$ cat config.mk
export PLATFORM = sky130hd
export DESIGN_NAME = bus_arbiter_decoder
export DESIGN_NICKNAME = d
export VERILOG_FILES = /design/src/rtl/bus_pkg.sv /design/src/rtl/rr_arbiter.sv /design/src/rtl/bus_arbiter_decoder.sv
export SDC_FILE = /design/constraint.sdc
export NUM_CORES = 1
export LEC_CHECK = 0
export BUFFER_PORTS_ARGS = -buffer_cell sky130_fd_sc_hd__buf_2
export CAP_MARGIN = 30
export CORE_MARGIN = 4
export CORE_UTILIZATION = 40
export CTS_CLUSTER_SIZE = 10
export DETAILED_ROUTE_END_ITERATION = 6
export PLACE_DENSITY = 0.7
export SLEW_MARGIN = 20
export SYNTH_ARGS = -nofsm -noshare
export SYNTH_HDL_FRONTEND = slang
export SYNTH_SLANG_ARGS = --single-unit
export TNS_END_PERCENT = 100
$ cat constraint.sdc
create_clock -name clk -period 3.65 [get_ports clk]
set_clock_uncertainty 0.15 [all_clocks]
set_input_delay 0.365 -clock clk [delete_from_list [all_inputs] [get_ports clk]]
set_output_delay 0.365 -clock clk [all_outputs]
set_load 0.005 [all_outputs]
$ cat src/rtl/bus_pkg.sv
// Shared types and width helpers for the bus arbiter/decoder slice.
package bus_pkg;

    // Transaction sequencer states.
    typedef enum logic [1:0] {
        ST_IDLE   = 2'd0,
        ST_ADDR   = 2'd1,
        ST_ACCESS = 2'd2,
        ST_RESP   = 2'd3
    } state_t;

    // Number of top address bits that select a slave.
    function automatic int sel_w(input int num_slaves);
        return (num_slaves > 1) ? $clog2(num_slaves) : 1;
    endfunction

    // Width of a binary master index.
    function automatic int midx_w(input int num_masters);
        return (num_masters > 1) ? $clog2(num_masters) : 1;
    endfunction

    // Width of the ACCESS wait counter, able to hold 0..timeout.
    function automatic int cnt_w(input int timeout);
        return (timeout > 0) ? $clog2(timeout + 1) : 1;
    endfunction

endpackage

$ cat src/rtl/rr_arbiter.sv
// Combinational round-robin arbiter: the first requester at or after ptr wins.
import bus_pkg::*;

module rr_arbiter #(
    parameter  int NUM_MASTERS = 2,
    localparam int MIDX_W      = midx_w(NUM_MASTERS)
) (
    input  logic [NUM_MASTERS-1:0] req,
    input  logic [MIDX_W-1:0]      ptr,
    input  logic                   enable,
    output logic [NUM_MASTERS-1:0] gnt,
    output logic [MIDX_W-1:0]      idx
);

    // Walk the masters in rotated order starting at ptr; stop at the first request.
    always_comb begin
        logic found;
        // NOTE: every output gets a default before the search so no path infers a latch.
        gnt   = '0;
        idx   = '0;
        found = 1'b0;
        for (int off = 0; off < NUM_MASTERS; off++) begin
            for (int i = 0; i < NUM_MASTERS; i++) begin
                if (enable && !found && req[i] &&
                    (i == (int'(ptr) + off) % NUM_MASTERS)) begin
                    found  = 1'b1;
                    gnt[i] = 1'b1;
                    idx    = MIDX_W'(i);
                end
            end
        end
    end

endmodule

$ cat src/rtl/bus_arbiter_decoder.sv
// Shared-bus controller: round-robin grant, address decode, one read/write
// per grant with slave-ready handshake and a bounded wait.
import bus_pkg::*;

module bus_arbiter_decoder #(
    parameter int NUM_MASTERS = 2,
    parameter int NUM_SLAVES  = 3,
    parameter int ADDR_WIDTH  = 7,
    parameter int DATA_WIDTH  = 8,
    parameter int TIMEOUT     = 15
) (
    input  logic                              clk,
    input  logic                              rst,
    input  logic [NUM_MASTERS-1:0]            m_req,
    input  logic [NUM_MASTERS-1:0]            m_we,
    input  logic [NUM_MASTERS*ADDR_WIDTH-1:0] m_addr,
    input  logic [NUM_MASTERS*DATA_WIDTH-1:0] m_wdata,
    output logic [NUM_MASTERS-1:0]            m_gnt,
    output logic [NUM_MASTERS-1:0]            m_done,
    output logic                              m_err,
    output logic [DATA_WIDTH-1:0]             m_rdata,
    output logic [ADDR_WIDTH-1:0]             s_addr,
    output logic [DATA_WIDTH-1:0]             s_wdata,
    output logic [NUM_SLAVES-1:0]             s_wen,
    output logic [NUM_SLAVES-1:0]             s_ren,
    input  logic [NUM_SLAVES*DATA_WIDTH-1:0]  s_rdata,
    input  logic [NUM_SLAVES-1:0]             s_ready
);

    localparam int SEL_W  = sel_w(NUM_SLAVES);
    localparam int MIDX_W = midx_w(NUM_MASTERS);
    localparam int CNT_W  = cnt_w(TIMEOUT);

    state_t                 state;
    logic [MIDX_W-1:0]      rr_ptr;
    logic [MIDX_W-1:0]      owner;
    logic                   we_q;
    logic [SEL_W-1:0]       sel;
    logic [CNT_W-1:0]       cnt;

    logic [NUM_MASTERS-1:0] arb_gnt;
    logic [MIDX_W-1:0]      arb_idx;
    logic                   req_we;
    logic [ADDR_WIDTH-1:0]  req_addr;
    logic [DATA_WIDTH-1:0]  req_wdata;
    logic [NUM_SLAVES-1:0]  sel_onehot;
    logic                   sel_ready;
    logic [DATA_WIDTH-1:0]  sel_rdata;

    // Requests are only looked at while idle.
    rr_arbiter #(
        .NUM_MASTERS(NUM_MASTERS)
    ) u_arb (
        .req    (m_req),
        .ptr    (rr_ptr),
        .enable (state == ST_IDLE),
        .gnt    (arb_gnt),
        .idx    (arb_idx)
    );

    // Select the winning master's payload with the one-hot grant.
    always_comb begin
        req_we    = 1'b0;
        req_addr  = '0;
        req_wdata = '0;
        for (int i = 0; i < NUM_MASTERS; i++) begin
            if (arb_gnt[i]) begin
                req_we    = m_we[i];
                req_addr  = m_addr[i*ADDR_WIDTH +: ADDR_WIDTH];
                req_wdata = m_wdata[i*DATA_WIDTH +: DATA_WIDTH];
            end
        end
    end

    // Decode the latched slave index; ready/data of other slaves are never seen.
    always_comb begin
        sel_onehot = '0;
        sel_ready  = 1'b0;
        sel_rdata  = '0;
        for (int i = 0; i < NUM_SLAVES; i++) begin
            if (int'(sel) == i) begin
                sel_onehot[i] = 1'b1;
                sel_ready     = s_ready[i];
                sel_rdata     = s_rdata[i*DATA_WIDTH +: DATA_WIDTH];
            end
        end
    end

    // Sequencer and registered outputs; reset drops grant and enables at once.
    always_ff @(posedge clk) begin
        if (rst) begin
            // NOTE: non-blocking throughout so every register sees pre-edge values.
            state   <= ST_IDLE;
            rr_ptr  <= '0;
            owner   <= '0;
            we_q    <= 1'b0;
            sel     <= '0;
            cnt     <= '0;
            m_gnt   <= '0;
            m_done  <= '0;
            m_err   <= 1'b0;
            m_rdata <= '0;
            s_addr  <= '0;
            s_wdata <= '0;
            s_wen   <= '0;
            s_ren   <= '0;
        end else begin
            m_done <= '0;
            m_err  <= 1'b0;
            case (state)
                ST_IDLE: begin
                    if (arb_gnt != '0) begin
                        owner   <= arb_idx;
                        we_q    <= req_we;
                        sel     <= req_addr[ADDR_WIDTH-1 -: SEL_W];
                        s_addr  <= req_addr;
                        s_wdata <= req_wdata;
                        m_gnt   <= arb_gnt;
                        state   <= ST_ADDR;
                    end
                end
                ST_ADDR: begin
                    if (int'(sel) >= NUM_SLAVES) begin
                        m_done <= m_gnt;
                        m_err  <= 1'b1;
                        state  <= ST_RESP;
                    end else begin
                        cnt <= '0;
                        if (we_q) s_wen <= sel_onehot;
                        else      s_ren <= sel_onehot;
                        state <= ST_ACCESS;
                    end
                end
                ST_ACCESS: begin
                    if (sel_ready) begin
                        s_wen  <= '0;
                        s_ren  <= '0;
                        if (!we_q) m_rdata <= sel_rdata;
                        m_done <= m_gnt;
                        state  <= ST_RESP;
                    end else if (cnt == CNT_W'(TIMEOUT - 1)) begin
                        s_wen   <= '0;
                        s_ren   <= '0;
                        m_rdata <= '0;
                        m_err   <= 1'b1;
                        m_done  <= m_gnt;
                        state   <= ST_RESP;
                    end else begin
                        cnt <= cnt + 1'b1;
                    end
                end
                ST_RESP: begin
                    m_gnt  <= '0;
                    rr_ptr <= (owner == MIDX_W'(NUM_MASTERS - 1)) ? '0 : owner + 1'b1;
                    state  <= ST_IDLE;
                end
                default: state <= ST_IDLE;
            endcase
        end
    end

endmodule

==> results of run 1 <==
-- logic make-up after synthesis --
kind of cell	Yosys count	synth area share
simple gates	88	0.196
compound gates	64	0.237
flops	43	0.406
buf+inv	24	0.0543
mux	11	0.0608
fa+ha+maj	7	0.0413
xor+xnor	1	0.00413
-- layout by cell type, fill, tap and decap left out, types with 2 or more instances in the layout --
cell type,n
buf_2,96
clkbuf_8,5
nand2_1,26
dfxtp_1,43
nand3_2,2
o21ai_0,9
inv_1,7
a222oi_1,16
nor2b_1,2
mux2i_1,8
o21ai_1,8
buf_4,4
nand3_1,9
nand2b_1,2
nor2_1,31
ha_1,7
a21oi_1,14
and2_1,4
o21ai_2,2
and3_1,2
nor3_1,3
-- state kept, by name, indices dropped and copies added, names as in the netlist, 2 cells and up --
name,count
cnt,4
s_wdata,8
state,2
s_addr,6
m_gnt,2
m_rdata,8
m_done,2
s_ren,3
s_wen,3
-- power by group through the flow --
stage	clock [uW]	combinational, uW	sequential (uW)
after global placement	0	749	642
after floorplan	0	557	624
after CTS	364	758	636
final	348	751	635
after detailed placement	0	755	644
after global routing	377	848	650
-- worst max-delay path, delay by kind of cell (launching register included) --
| family | cells | cell delay, ps |
|---|---|---|
| buf+inv | 2 | 280 |
| flops | 1 | 340 |
| fa+ha+maj | 1 | 470 |
| simple gates | 2 | 480 |
| compound gates | 1 | 100 |
| mux | 1 | 360 |
-- cell type report --
type,instances,area [um^2]
inverter,8,30.0
sequential,43,861
timing repair buffer,100,510
clock buffer,6,72.6
fill,502,2370
tap,70,87.6
multi-input combinational,171,1140
clock inverter,1,30.0
-- worst max path at each step --
stage	from	endpoint	slack (ps)	cells after the start
CTS	state[0]	m_rdata[4]	1400	7
finish	state[0]	m_rdata[4]	1400	7
floorplan	state[0]	m_rdata[1]	1750	9
global route	state[0]	m_rdata[6]	1200	7
global placement	state[0]	m_rdata[0]	1510	7
detailed placement	state[0]	m_rdata[4]	1420	7
-- metrics by stage --
step           cell area, um^2  hold WS (ps)  worst slack (ps)
6_report                  2740           178              1400
5_1_grt                   2740           187              1200
4_1_cts                   2740           166              1400
3_5_place_dp              2630           290              1420
3_3_place_gp              2630           283              1510
2_1_floorplan             2120           295              1750
-- routing by layer --
layer | wire length (um) | share of wire | vias up | track usage
met5 | 0 | 0 | - | 0
met2 | 2380 | 0.45 | 79 | 0.277
met3 | 501 | 0.094 | 5 | 0.0466
met1 | 2420 | 0.45 | 943 | 0.202
li1 | - | - | 1044 | -
met4 | 31 | 0.0058 | 0 | 0.0304
==> results_dict.tcl, run 1 <==
set metrics [dict create \
    status "completed" \
    synth_area_leader_cell "dfxtp_1" \
    cts_tree "yes" \
    final_layout_size_suffix_gt1_frac 0.374 \
    p_int_uw 1080 \
    yosysMostFrequentCell "dfxtp_1" \
    rows 26 \
    io_pins 97 \
    drc 0 \
    swShare 0.379 \
    vias_per_cell 5.19 \
    power_switching_uw 657 \
    vias 2071 \
    rr_startpoint "state[0]" \
    startpoint_type "flip-flop" \
    ff2ff_path_depth 7 \
    syn_inst 238 \
    drt_iter0_markers 173 \
    htreeDepth 2 \
    die_w_um 80.8 \
    max_stage_delay_ps 470 \
    cp.arrival_ps 2320 \
    period_share 0.616 \
    finalWirelength_um 5320 \
    maxCapViolCount 0 \
    pwr-share-clk 0.201 \
    hold_buffers 0 \
    layout.nets 399 \
    p_seq_frac 0.366 \
    hold-path-endpoint "s_wdata[5]" \
    ys_top_cells_by_area "dfxtp_1 41%, a222oi_1 7.6%, nor2_1 5.5%" \
    setup.worst_path.class "flip-flop to flip-flop" \
    fmax_mhz 445 \
    setup_viol 0 \
    rsz0062_at_grt "false" \
    async_reset_ff_frac 0 \
    wl_per_cell_um 13.3 \
    grt_max_degree 35 \
    cts-resized-gates 0 \
    cts_root_buf "clkbuf_8" \
    first_pass_iters 5 \
    globalplace.congestion 0.839 \
    synth.cell_area_um2 2120 \
    relSlewSlack 0.514 \
    synthTopCellsByCount "43 x dfxtp_1, 31 x nor2_1, 26 x nand2_1, 16 x a222oi_1, 14 x a21oi_1" \
    tns_ps 0 \
    crit_fanout 16 \
    dp.cells 392 \
    antenna_cells 0 \
    port-buffer-count 96 \
    track_usage 0.161 \
    cts_sinks 43 \
    leakagePower_uw 0.00122 \
    start_util 0.415 \
    grt_overflow 0 \
    synth_cell_types 49 \
    postRouteAntennaNets 0 \
    worstHoldStart "m_wdata[13]" \
    synth_ff_type "dfxtp_1" \
    ir_drop_v 0.000329 \
    p_comb_frac 0.433 \
    yosysSeqAreaShare 0.406 \
    tightest_slew_ps 730 \
    clock_latency_ps 280 \
    post-dp-hpwl_um 4000 \
    grt_pass1_wl_um 8500 \
    fin_util 0.536 \
    cp.required_ps 3720 \
    r2r_end "m_rdata[4]" \
    coreArea_um2 5110 \
    hold_violations 0 \
    yosysTopAreaCellShare 0.406 \
    min_path_cells 3 \
    postCtsSetupBuffers 0 \
    syn_avg_cell_area_um2 8.91 \
    fp.dieH_um 80.8 \
    path_cells "inv_1 -> ha_1 -> inv_2 -> nor2_1 -> mux2_4 -> nand3_1 -> o21ai_1" \
    hold_path.class "input port to flip-flop" \
    grt_pass1_vias 1934 \
    reg2reg_slack_ps 1400 \
    fin_crit_ps 2250 \
    synth_fp_nets 308 \
    power_density_nw_per_um2 634 \
    synth_warnings 0 \
    clockBufferDepth 2 \
    fin_total_pwr_uw 1730 \
    cts_buffers 5 \
    crit_path_end_kind "flip-flop" \
    dieArea_um2 6530 \
    ys_ff_latch 43 \
    finalMaxSlewViolations 0 \
    syn_to_final_growth_pct 29.0 \
    antenna_found_initial 0 \
    synth_edf_count 0 \
    fin_cells 399 \
    clk_pin_slew_ps 70 \
    cpMaxStageDelayCell "ha_1" \
]
(Power assumes the default switching activity.)
==> run 2: changes to the inputs <==
ABC_AREA = 1   (was unset)
PLACE_DENSITY = 0.71   (was 0.7)
clock period = 2.01 ns   (was 3.65 ns; I/O delays follow)
==> results_dict.tcl, run 2 <==
set metrics [dict create \
    drc 0 \
    hold_violations 0 \
    syn_avg_cell_area_um2 6.48 \
    fin_crit_ps 1790 \
    syn_inst 354 \
    cpMaxStageDelayCell "dfxtp_1" \
    antenna_cells 0 \
    async_reset_ff_frac 0 \
    layout_commonest_cell "nand2_1" \
    max_stage_delay_ps 340 \
    rows 27 \
    clockBufferDepth 2 \
    grt_pass1_vias 2404 \
    tns_ps 0 \
    status "completed" \
    cts_tree "yes" \
    layout_common_cells "127 x nand2_1, 96 x buf_2, 43 x dfxtp_1, 40 x inv_1, 38 x nand3_1" \
    hold_buffers 0 \
    yosysTopAreaCellShare 0.375 \
    synth_area_leader_cell "dfxtp_1" \
    hold_path.class "input port to flip-flop" \
    cp.required_ps 2060 \
    die_w_um 83.7 \
    maxCapViolCount 0 \
    synth_edf_count 0 \
    vias_per_cell 4.80 \
    setup_viol 0 \
    grt_max_degree 18 \
    start_util 0.414 \
    fin_cells 524 \
    cts_buffers 5 \
    layout.nets 521 \
    post-dp-hpwl_um 4630 \
    synth_warnings 0 \
    relSlewSlack 0.638 \
    dp_slack_ps 84.5 \
    port-buffer-count 96 \
    period_share 0.893 \
    grt_overflow 0 \
    drt_iter0_markers 103 \
    postCtsSetupBuffers 0 \
    ir_drop_v 0.000523 \
    fp.dieH_um 83.7 \
    final_layout_size_suffix_gt1_frac 0.277 \
    cts_root_buf "clkbuf_8" \
    yosysMostFrequentCell "nand2_1" \
    clk_pin_slew_ps 80 \
    htreeDepth 2 \
    dp.cells 516 \
    track_usage 0.178 \
    cp.arrival_ps 1840 \
    placed_cell_area_um2 2860 \
    tightest_slew_ps 541 \
    fin_area_um2 2970 \
    finalWorstSetupSlack_ps 216 \
    antenna_found_initial 0 \
    io_pins 97 \
    rsz0062_at_grt "false" \
    synth_cell_types 26 \
    top_regs "m_rdata x8, s_wdata x8, s_addr x6" \
    crit_path_end_kind "flip-flop" \
    leakagePower_uw 0.00165 \
    globalplace.congestion 0.780 \
    ys_ff_latch 43 \
    synth_fp_nets 424 \
    first_pass_iters 4 \
    finalMaxSlewViolations 0 \
    fmax_mhz 557 \
    yosysSeqAreaShare 0.375 \
    ys_top_cells_by_area "dfxtp_1 38%, nand2_1 21%, nand3_1 8.3%" \
    synth_ff_type "dfxtp_1" \
    path_cells "inv_1 -> ha_2 -> nand2_1 -> nand2_2 -> inv_1 -> buf_4 -> nand2_1 -> nand3_1 -> nand2_1 -> inv_1" \
    crit_fanout 13 \
    syn_to_final_growth_pct 29.4 \
    grt_pass1_wl_um 10500 \
    vias 2513 \
    clock_latency_ps 300 \
    fin_total_pwr_uw 3370 \
    setup.worst_path.class "flip-flop to flip-flop" \
    startpoint_type "flip-flop" \
    cts_sinks 43 \
    finalWirelength_um 6110 \
    synth.cell_area_um2 2290 \
    postRouteAntennaNets 0 \
    power_density_nw_per_um2 1130 \
    coreArea_um2 5540 \
    wl_per_cell_um 11.7 \
    dieArea_um2 7010 \
    synthTopCellsByCount "128 x nand2_1, 43 x dfxtp_1, 40 x inv_1, 38 x nand3_1, 29 x nor2_1" \
    cts-resized-gates 0 \
]
==> run 2: path summary, 6_finish.rpt <==
| path | start | endpoint | slack, ps | cells past startpoint |
|---|---|---|---|---|
| min reg2reg | owner | rr_ptr | 300 | 1 |
| max | state[0] | s_wdata[6] | 220 | 10 |
| max reg2reg | state[0] | s_wdata[6] | 220 | 10 |
| min | m_addr[10] | s_addr[3] | 30 | 5 |
==> run 2: final cells by class <==
type	count	area, um^2
clock buffer	8	100
fill	588	2570
inverter	44	165
multi-input combinational	253	1210
sequential	43	861
tap	72	90.1
timing repair buffer	104	541
==> run 2: per-stage QoR <==
stage,utilization,hold slack (ps)
6_report,0.536,30.1
5_1_grt,0.536,38.9
2_1_floorplan,-,120
4_1_cts,0.533,21.9
3_5_place_dp,0.515,283
3_3_place_gp,0.515,266
==> run 2: per-layer routing <==
metal	share of wire	routed length, um	global-route usage
met1	0.44	2670	0.212
met2	0.48	2920	0.313
met3	0.080	489	0.0513
met4	0.0059	36	0.0468
met5	0	0	0
==> run 2: power breakdown <==
group          switching (uW)  total (uW)  internal, uW  leakage (uW)
clock                     288         602           314     0.0000515
sequential                121        1150          1030      0.000351
combinational             989        1610           621       0.00124
==> run 2: worst max-delay path: cells and delay by family, from the launching register on <==
family	cells	cell delay, ps
buf+inv	4	450
fa+ha+maj	1	280
flops	1	340
simple gates	5	470
==> run 2: logic make-up after synthesis <==
| kind of cell | after synthesis | share of synthesized area |
|---|---|---|
| compound gates | 24 | 0.0627 |
| buf+inv | 58 | 0.102 |
| simple gates | 220 | 0.414 |
| xor+xnor | 2 | 0.00764 |
| flops | 43 | 0.375 |
| fa+ha+maj | 7 | 0.0382 |
